`config.mk`:
```
export PLATFORM = sky130hd
export DESIGN_NAME = cheri_clr_regs_seq
export DESIGN_NICKNAME = d
export VERILOG_FILES = /design/src/rtl/cheri_clr_regs_seq.sv
export SDC_FILE = /design/constraint.sdc
export NUM_CORES = 1
export LEC_CHECK = 0
export CORE_ASPECT_RATIO = 2
export CORE_MARGIN = 1
export CORE_UTILIZATION = 39
export CTS_CLUSTER_DIAMETER = 200
export DETAILED_ROUTE_END_ITERATION = 10
export PLACE_DENSITY_LB_ADDON = 0.25
export SLEW_MARGIN = 30
export SYNTH_ARGS = -nofsm -noshare
export SYNTH_HDL_FRONTEND = slang
export SYNTH_SLANG_ARGS = --single-unit
```
`constraint.sdc`:
```
create_clock -name clk_i -period 1.9 [get_ports clk_i]
set_input_delay 0.285 -clock clk_i [delete_from_list [all_inputs] [get_ports clk_i]]
set_output_delay 0.285 -clock clk_i [all_outputs]
set_load 0.01 [all_outputs]
```
`src/rtl/cheri_clr_regs_seq.sv`:
```
// cheri_clr_regs_seq
// Turns one CHERI clear-registers request (32-bit register mask) into a
// sequence of per-quarter clear writes on the shared commit port of the
// integer register file, then reports completion with the request's
// scoreboard transaction ID.
//
// All outputs are decoded from registered state only, so there is no
// combinational path from the req_* inputs to the clr_* outputs.

module cheri_clr_regs_seq #(
    parameter int unsigned TRANS_ID_BITS = 3,
    parameter bit          SKIP_EMPTY    = 1'b1
) (
    input  logic                     clk_i,
    input  logic                     rst_ni,
    input  logic                     flush_i,

    input  logic                     req_valid_i,
    output logic                     req_ready_o,
    input  logic [31:0]              req_mask_i,
    input  logic [TRANS_ID_BITS-1:0] req_trans_id_i,

    output logic                     clr_we_o,
    output logic                     clr_o,
    output logic [4:0]               clr_waddr_o,
    output logic [63:0]              clr_wdata_o,
    output logic [7:0]               clr_mask_o,
    output logic [1:0]               clr_quarter_o,
    input  logic                     clr_gnt_i,

    output logic                     done_valid_o,
    output logic [TRANS_ID_BITS-1:0] done_trans_id_o,
    output logic                     busy_o
);

    typedef enum logic [1:0] {
        IDLE = 2'b00,
        RUN  = 2'b01,
        DONE = 2'b10
    } state_e;

    // ------------------------------------------------------------------
    // Mask helpers
    // ------------------------------------------------------------------

    // Lowest quarter holding a non-zero mask byte; 3 when the mask is empty
    // (the result is only consumed while a quarter is still pending).
    function automatic logic [1:0] lowest_quarter(input logic [31:0] m);
        logic [1:0] res;
        res = 2'd3;
        for (int q = 3; q >= 0; q--) begin
            res = (m[q*8 +: 8] != 8'h00) ? 2'(q) : res;
        end
        return res;
    endfunction

    // Mask byte belonging to quarter q.
    function automatic logic [7:0] mask_byte(input logic [31:0] m,
                                             input logic [1:0]  q);
        return m[{q, 3'b000} +: 8];
    endfunction

    // Mask with the byte of quarter q forced to zero.
    function automatic logic [31:0] clear_byte(input logic [31:0] m,
                                               input logic [1:0]  q);
        return m & ~(32'h0000_00FF << {q, 3'b000});
    endfunction

    // ------------------------------------------------------------------
    // State
    // ------------------------------------------------------------------
    state_e                   state_q,    state_d;
    logic [31:0]              rem_mask_q, rem_mask_d;
    logic [1:0]               cnt_q,      cnt_d;
    logic [TRANS_ID_BITS-1:0] trans_id_q, trans_id_d;

    logic [1:0]               cur_q_s;
    logic                     last_s;
    logic                     run_s;

    // Current quarter and whether granting it finishes the request.
    always_comb begin
        cur_q_s = 2'd0;
        last_s  = 1'b0;
        if (SKIP_EMPTY) begin
            // Pending quarters are exactly the non-zero bytes left in rem_mask.
            cur_q_s = lowest_quarter(rem_mask_q);
            last_s  = (clear_byte(rem_mask_q, cur_q_s) == 32'h0000_0000);
        end else begin
            // Every quarter is visited in order, empty or not.
            cur_q_s = cnt_q;
            last_s  = (cnt_q == 2'd3);
        end
    end

    // Next-state logic: request capture, per-grant progress, flush abort.
    always_comb begin
        state_d    = state_q;
        rem_mask_d = rem_mask_q;
        cnt_d      = cnt_q;
        trans_id_d = trans_id_q;

        if (flush_i) begin
            // Abort wins over everything; no completion is reported.
            state_d    = IDLE;
            rem_mask_d = 32'h0000_0000;
            cnt_d      = 2'd0;
        end else begin
            case (state_q)
                IDLE: begin
                    if (req_valid_i) begin
                        rem_mask_d = req_mask_i;
                        trans_id_d = req_trans_id_i;
                        cnt_d      = 2'd0;
                        // An all-zero mask has nothing to issue when empty
                        // quarters are skipped: complete straight away.
                        if (SKIP_EMPTY && (req_mask_i == 32'h0000_0000)) begin
                            state_d = DONE;
                        end else begin
                            state_d = RUN;
                        end
                    end else begin
                        state_d = IDLE;
                    end
                end

                RUN: begin
                    if (clr_gnt_i) begin
                        if (SKIP_EMPTY) begin
                            rem_mask_d = clear_byte(rem_mask_q, cur_q_s);
                        end else begin
                            cnt_d = cnt_q + 2'd1;
                        end
                        if (last_s) begin
                            state_d = DONE;
                        end else begin
                            state_d = RUN;
                        end
                    end else begin
                        // Hold-until-grant: nothing moves.
                        state_d = RUN;
                    end
                end

                DONE: begin
                    state_d = IDLE;
                end

                default: begin
                    state_d    = IDLE;
                    rem_mask_d = 32'h0000_0000;
                    cnt_d      = 2'd0;
                end
            endcase
        end
    end

    // State registers; asynchronous reset abandons any request immediately.
    always_ff @(posedge clk_i or negedge rst_ni) begin
        if (!rst_ni) begin
            state_q    <= IDLE;
            rem_mask_q <= 32'h0000_0000;
            cnt_q      <= 2'd0;
            trans_id_q <= {TRANS_ID_BITS{1'b0}};
        end else begin
            state_q    <= state_d;
            rem_mask_q <= rem_mask_d;
            cnt_q      <= cnt_d;
            trans_id_q <= trans_id_d;
        end
    end

    // ------------------------------------------------------------------
    // Outputs, decoded from registered state only
    // ------------------------------------------------------------------
    assign run_s = (state_q == RUN);

    assign req_ready_o     = (state_q == IDLE);
    assign busy_o          = (state_q != IDLE);

    assign clr_we_o        = run_s;
    assign clr_o           = run_s;
    assign clr_waddr_o     = 5'd0;
    assign clr_wdata_o     = 64'h0000_0000_0000_0000;
    // Quarter/mask are forced to zero outside RUN so that idle and DONE
    // present a quiet port regardless of what is left in rem_mask.
    assign clr_quarter_o   = run_s ? cur_q_s : 2'd0;
    assign clr_mask_o      = run_s ? mask_byte(rem_mask_q, cur_q_s) : 8'h00;

    assign done_valid_o    = (state_q == DONE);
    assign done_trans_id_o = trans_id_q;

endmodule

```
Word level (Yosys, flattened, before mapping). Index checks and enable logic that the tools add are counted.

Shifts and indexed selects: 2. Reduce and logical (&&, ||, !) cells: 9. Bitwise logic cells: 3. Equality and inequality tests: 5. Mux-type cells: 15.

Operator list (number): $mux W32 (3); $pmux W32 S3 (1); $logic_not A32 Y1 (2); $and A32 B32 Y32 (1); $not A32 Y32 (1); $shiftx A32 B6 Y8 (1); $shl A8 B5 Y32 const A (1); $reduce_bool A8 Y1 (3); $mux W2 (8); $mux W8 (1); $ne A3 B3 Y1 const B (2); $reduce_and A3 Y1 (2); $pmux W2 S2 (1); $eq A2 B1 Y1 const B (1); $eq A2 B2 Y1 const B (1); $logic_not A2 Y1 (1); $ne A2 B2 Y1 const B (1); $reduce_bool A2 Y1 (1); $mux W1 (1); $not A1 Y1 (1).

Input port bits: 40. Bits in registers: 37. Logic and storage cells: 37.

Longest topological paths before layout.
Depth after elaboration: 12. Gate-level depth with buffers: 7.

Worst setup path after synthesis. Ideal clock, no wire load.

Kind: flip-flop to output port. Start: register rem_mask_q[16]. End: output port clr_mask_o[7]. Path buffers: 1. Slack: 0.123 ns. Data arrival time: 1.492 ns. Stages on the path, launching flop included: 7. Path through: dfrtp_1 > nor4_1 > and2_1 > buf_2 > o21ai_0 > o2bb2ai_1 > a21oi_1.

Word-level cells in the longest chain between the ends: 6.

RTL lines: start: declaration (RTL line 73) `logic [31:0] rem_mask_q, rem_mask_d;`; start signal: assignment (RTL line 167) `rem_mask_q <= rem_mask_d;`; $reduce_bool A8 Y1 (RTL line 52) `res = (m[q*8 +: 8] != 8'h00) ? 2'(q) : res;`; $mux W1 (RTL line 52); $mux W2 (2 in a row) (RTL line 52); $shiftx A32 B6 Y8 (RTL line 60) `return m[{q, 3'b000} +: 8];`; $mux W8 (RTL line 188) `assign clr_mask_o = run_s ? mask_byte(rem_mask_q, cur_q_s) : 8'h00;`; end: declaration (RTL line 27) `output logic [7:0] clr_mask_o,`.

Every way passes these cells.

Worst setup path in the final report. Ends and elaborated chain as after synthesis.

==> results.py <==
metrics = {
    "run_status": {
        "outcome": "finished, violations left",
        "failing_checks": "DRC, setup timing",
    },
    "die": {
        "core_region_area_sq_um": 5758,
        "ioPinCount": 127,
        "horiz_die_dim_microns": 56.90,
        "placement_rows": 39,
        "die_h_microns": 111.8,
        "floorplan.die_area_sq_um": 6361,
        "start_util_pct": 40.83,
    },
    "final_layout": {
        "syn2layout_area_growth_pct": 42.58,
        "final_core_util_pct": 58.21,
        "diodes": 0,
        "layout-drive-gt1-share_pct": 29.71,
        "top_library_cells_by_usage_in_the_layout_fill_and_taps_aside": "69 x sky130_fd_sc_hd__conb_1, 48 x sky130_fd_sc_hd__buf_4, 44 x sky130_fd_sc_hd__clkdlybuf4s50_1",
        "final_cell_area_sq_um": 3352,
        "final_common_cell": "sky130_fd_sc_hd__conb_1",
        "final_net_count": 379,
    },
    "logic_synthesis": {
        "postSynthAreaPerCell_sq_um": 10.05,
        "synth_enable_flop_cells": 0,
        "yosys_warnings": 0,
        "netlist-cell-type-count": 37,
        "async_flop_share_pct": 100.0,
        "synthesis.instances": 234,
        "synth_ff_type": "sky130_fd_sc_hd__dfrtp_1",
        "share_of_synthesized_area_occupied_by_flip_flops_and_latches_pct": 39.38,
        "yosys_register_bits": 37,
        "synth_area_sq_um": 2351,
    },
    "critical_path": {
        "timing.critical_path.required_ns": 1.62,
        "worst_r2r_path_depth": 8,
        "worst_path_largest_cell_delay_ns": 0.40,
        "r2r_setup_slack_ns": 0.08,
        "critical_path.max_fanout": 2,
        "crit_type": "reg -> out",
        "critical_path.cell_chain": "nor4_2, buf_4, and2_4, buf_4, o21ai_2, o2bb2ai_1, a21oi_1, buf_2",
        "reg2reg_to": "state_q[0]$_DFF_PN0_",
        "arrival_ns": 1.86,
        "cp_common_cell": "sky130_fd_sc_hd__buf_4",
        "timing.rr.start": "rem_mask_q[16]$_DFFE_PN0P_",
        "slowest_cp_cell": "sky130_fd_sc_hd__dfrtp_1",
        "worstSetupEndpointType": "output pin",
        "type_of_element_launching_the_critical_path": "register",
    },
    "global_routing": {
        "grt_use_total_pct": 20.30,
        "number_of_global_route_vias_before_repair": 1959,
        "grt_start_max_net_pins": 38,
        "grt_antenna_before_repair": 0,
        "overflow": 0,
        "grt_pass1_wl_mm": 9.749,
    },
    "sta": {
        "period_share_pct": 112.9,
        "maxClockFrequency_mhz": 466.0,
        "maxSlewViolCount": 0,
        "timing.final.ws_setup_ns": -0.2457,
        "setup_viol": 9,
        "finClkSkew_ns": 0.006084,
        "timing_hold_violations_final": 0,
        "final.min_clock_period_ns": 2.146,
        "rsz_0062_raised_after_global_routing": "true",
    },
    "routing": {
        "detail_route.first_pass.iterations": 7,
        "metal1_wirelength_mm": 2.134,
        "num_vias": 2032,
        "maxUsedRoutingLayer": "met4",
        "drt_iter0_markers": 91,
        "post_dr_vias_cell": 5.067,
        "routed-wl-met3_microns": 383,
        "detail_route.wirelength_mm": 6.324,
        "postRouteAntennaNets": 0,
        "dr_wl_met2_mm": 3.560,
        "drt_drc_violations_left": 18,
        "drt-wirelength-per-cell_microns": 15.77,
    },
    "cts": {
        "ctsLongestPathBuffers": 2,
        "cts_tree": "done",
        "cts_buffers": 5,
        "holdBufCountCts": 0,
        "tritoncts_num_sinks": 37,
        "h-tree-depth": 2,
        "clock_insertion_delay_worst_skew_ns": 0.28,
        "clkSlewWorstSetupHoldPaths_ns": 0.06,
        "cts_root_buf": "sky130_fd_sc_hd__clkbuf_16",
    },
    "pwr": {
        "post-layout-total-power_uw": 2998,
        "vdd.ir_drop.worst_mv": 0.6512,
        "power.leakage_uw": 0.001697,
        "power-per-cell-area_nw_per_um2": 894.5,
    },
    "place": {
        "dp_slack_ns": -0.4001,
        "place_area_sq_um": 3045,
        "weighted_congestion_at_the_end_of_routability_driven_global_placement": 0.8444,
        "place.port_buffers": 57,
        "dp_hpwl_mm": 4.906,
    },
    "job": {
        "drv.max_cap_violation_count": 0,
    },
    "hold_path": {
        "path_class_of_the_lowest_slack_min_delay_path": "in -> async",
    },
}
[kinds of logic (layout without fill, tap and decap cells)]
| logic type | after synthesis | in the layout | share of synthesized area [%] |
|---|---|---|---|
| muxes | 3 | 3 | 1.437 |
| other | 1 | 69 | 0.1595 |
| buffers and inverters | 83 | 121 | 25.39 |
| DFF | 37 | 37 | 39.38 |
| and+or+nand+nor | 49 | 49 | 12.03 |
| AOI/OAI and AO/OA | 61 | 61 | 21.61 |
[how the worst max path moves through the flow]
stage	slack (ns)	cells past startpoint	startpoint	to
2_1_floorplan	0.12	6	rem_mask_q[16]$_DFFE_PN0P_	clr_mask_o[7]
3_3_place_gp	-0.42	8	rem_mask_q[8]$_DFFE_PN0P_	clr_mask_o[5]
3_5_place_dp	-0.40	8	rem_mask_q[16]$_DFFE_PN0P_	clr_mask_o[7]
4_1_cts	-0.23	8	rem_mask_q[19]$_DFFE_PN0P_	clr_mask_o[5]
5_1_grt	-0.35	8	rem_mask_q[16]$_DFFE_PN0P_	clr_mask_o[5]
6_report	-0.25	8	rem_mask_q[16]$_DFFE_PN0P_	clr_mask_o[7]
[report_power, final]
part	switching, uW	leakage, uW	internal, uW	total [uW]
Clock	320	0.0000800	620	940
Sequential	72.8	0.000492	875	948
Combinational	540	0.00112	570	1110
Total	933	0.00170	2070	3000
[per-layer routing]
metal	track usage, %	up-vias
li1	-	933
met1	20.88	963
met2	37.80	119
met3	3.368	17
met4	10.41	0
met5	0	-
[state kept, by name (all words and copies together), names as in the netlist]
name,cells
state_q,2
done_trans_id_o,3
rem_mask_q,32
[timing repair]
item	CTS	global route
gates resized for setup	62	16
endpoints found under the hold margin	0	0
buffers inserted	0	3
pin swaps	18	17
endpoints found under the setup margin	12	36
[stage by stage]
step	cells	setup TNS, ns	hold slack, ns
after floorplan	302	0	-0.01059
after global placement	390	-3.878	0.4930
after detailed placement	390	-3.690	0.4966
after CTS	398	-1.769	0.4563
after global routing	401	-2.963	0.4760
final	401	-1.942	0.4380
[critical path, delay by kind of cell, from the launching register on]
| family | cells | cell delay [ns] |
|---|---|---|
| buffers and inverters | 3 | 0.43 |
| flip-flops | 1 | 0.40 |
| AND/OR/NAND/NOR | 2 | 0.44 |
| AO/OA/AOI/OAI | 3 | 0.30 |
[final cells by class]
class | instances | area, sq um
fill | 513 | 2406
tap | 61 | 76.32
clock buffer | 5 | 125.1
clock inverter | 3 | 46.29
multi-input combinational | 182 | 1237
sequential | 37 | 925.9
inverter | 4 | 15.01
timing repair buffer | 109 | 925.9
[synthesized netlist by cell type, types with 2 or more instances]
library cell / number / share of area [%]
sky130_fd_sc_hd__mux2_2: 3 / 1.4
sky130_fd_sc_hd__nor4_1: 14 / 3.7
sky130_fd_sc_hd__a221oi_1: 7 / 2.6
sky130_fd_sc_hd__a21o_1: 7 / 2.2
sky130_fd_sc_hd__buf_6: 2 / 0.96
sky130_fd_sc_hd__a211oi_1: 3 / 0.96
sky130_fd_sc_hd__inv_1: 4 / 0.64
sky130_fd_sc_hd__o21bai_2: 2 / 0.96
sky130_fd_sc_hd__dfrtp_1: 37 / 39
sky130_fd_sc_hd__nand4_1: 3 / 0.80
sky130_fd_sc_hd__nor2_1: 13 / 2.1
sky130_fd_sc_hd__buf_2: 6 / 1.3
sky130_fd_sc_hd__o21ai_0: 3 / 0.64
sky130_fd_sc_hd__and2_1: 2 / 0.53
sky130_fd_sc_hd__a22o_1: 32 / 12
sky130_fd_sc_hd__buf_4: 70 / 22
sky130_fd_sc_hd__nand2b_1: 2 / 0.53
sky130_fd_sc_hd__nand2_1: 4 / 0.64
sky130_fd_sc_hd__nor4_2: 2 / 1.1
(Power assumes the default switching activity.)
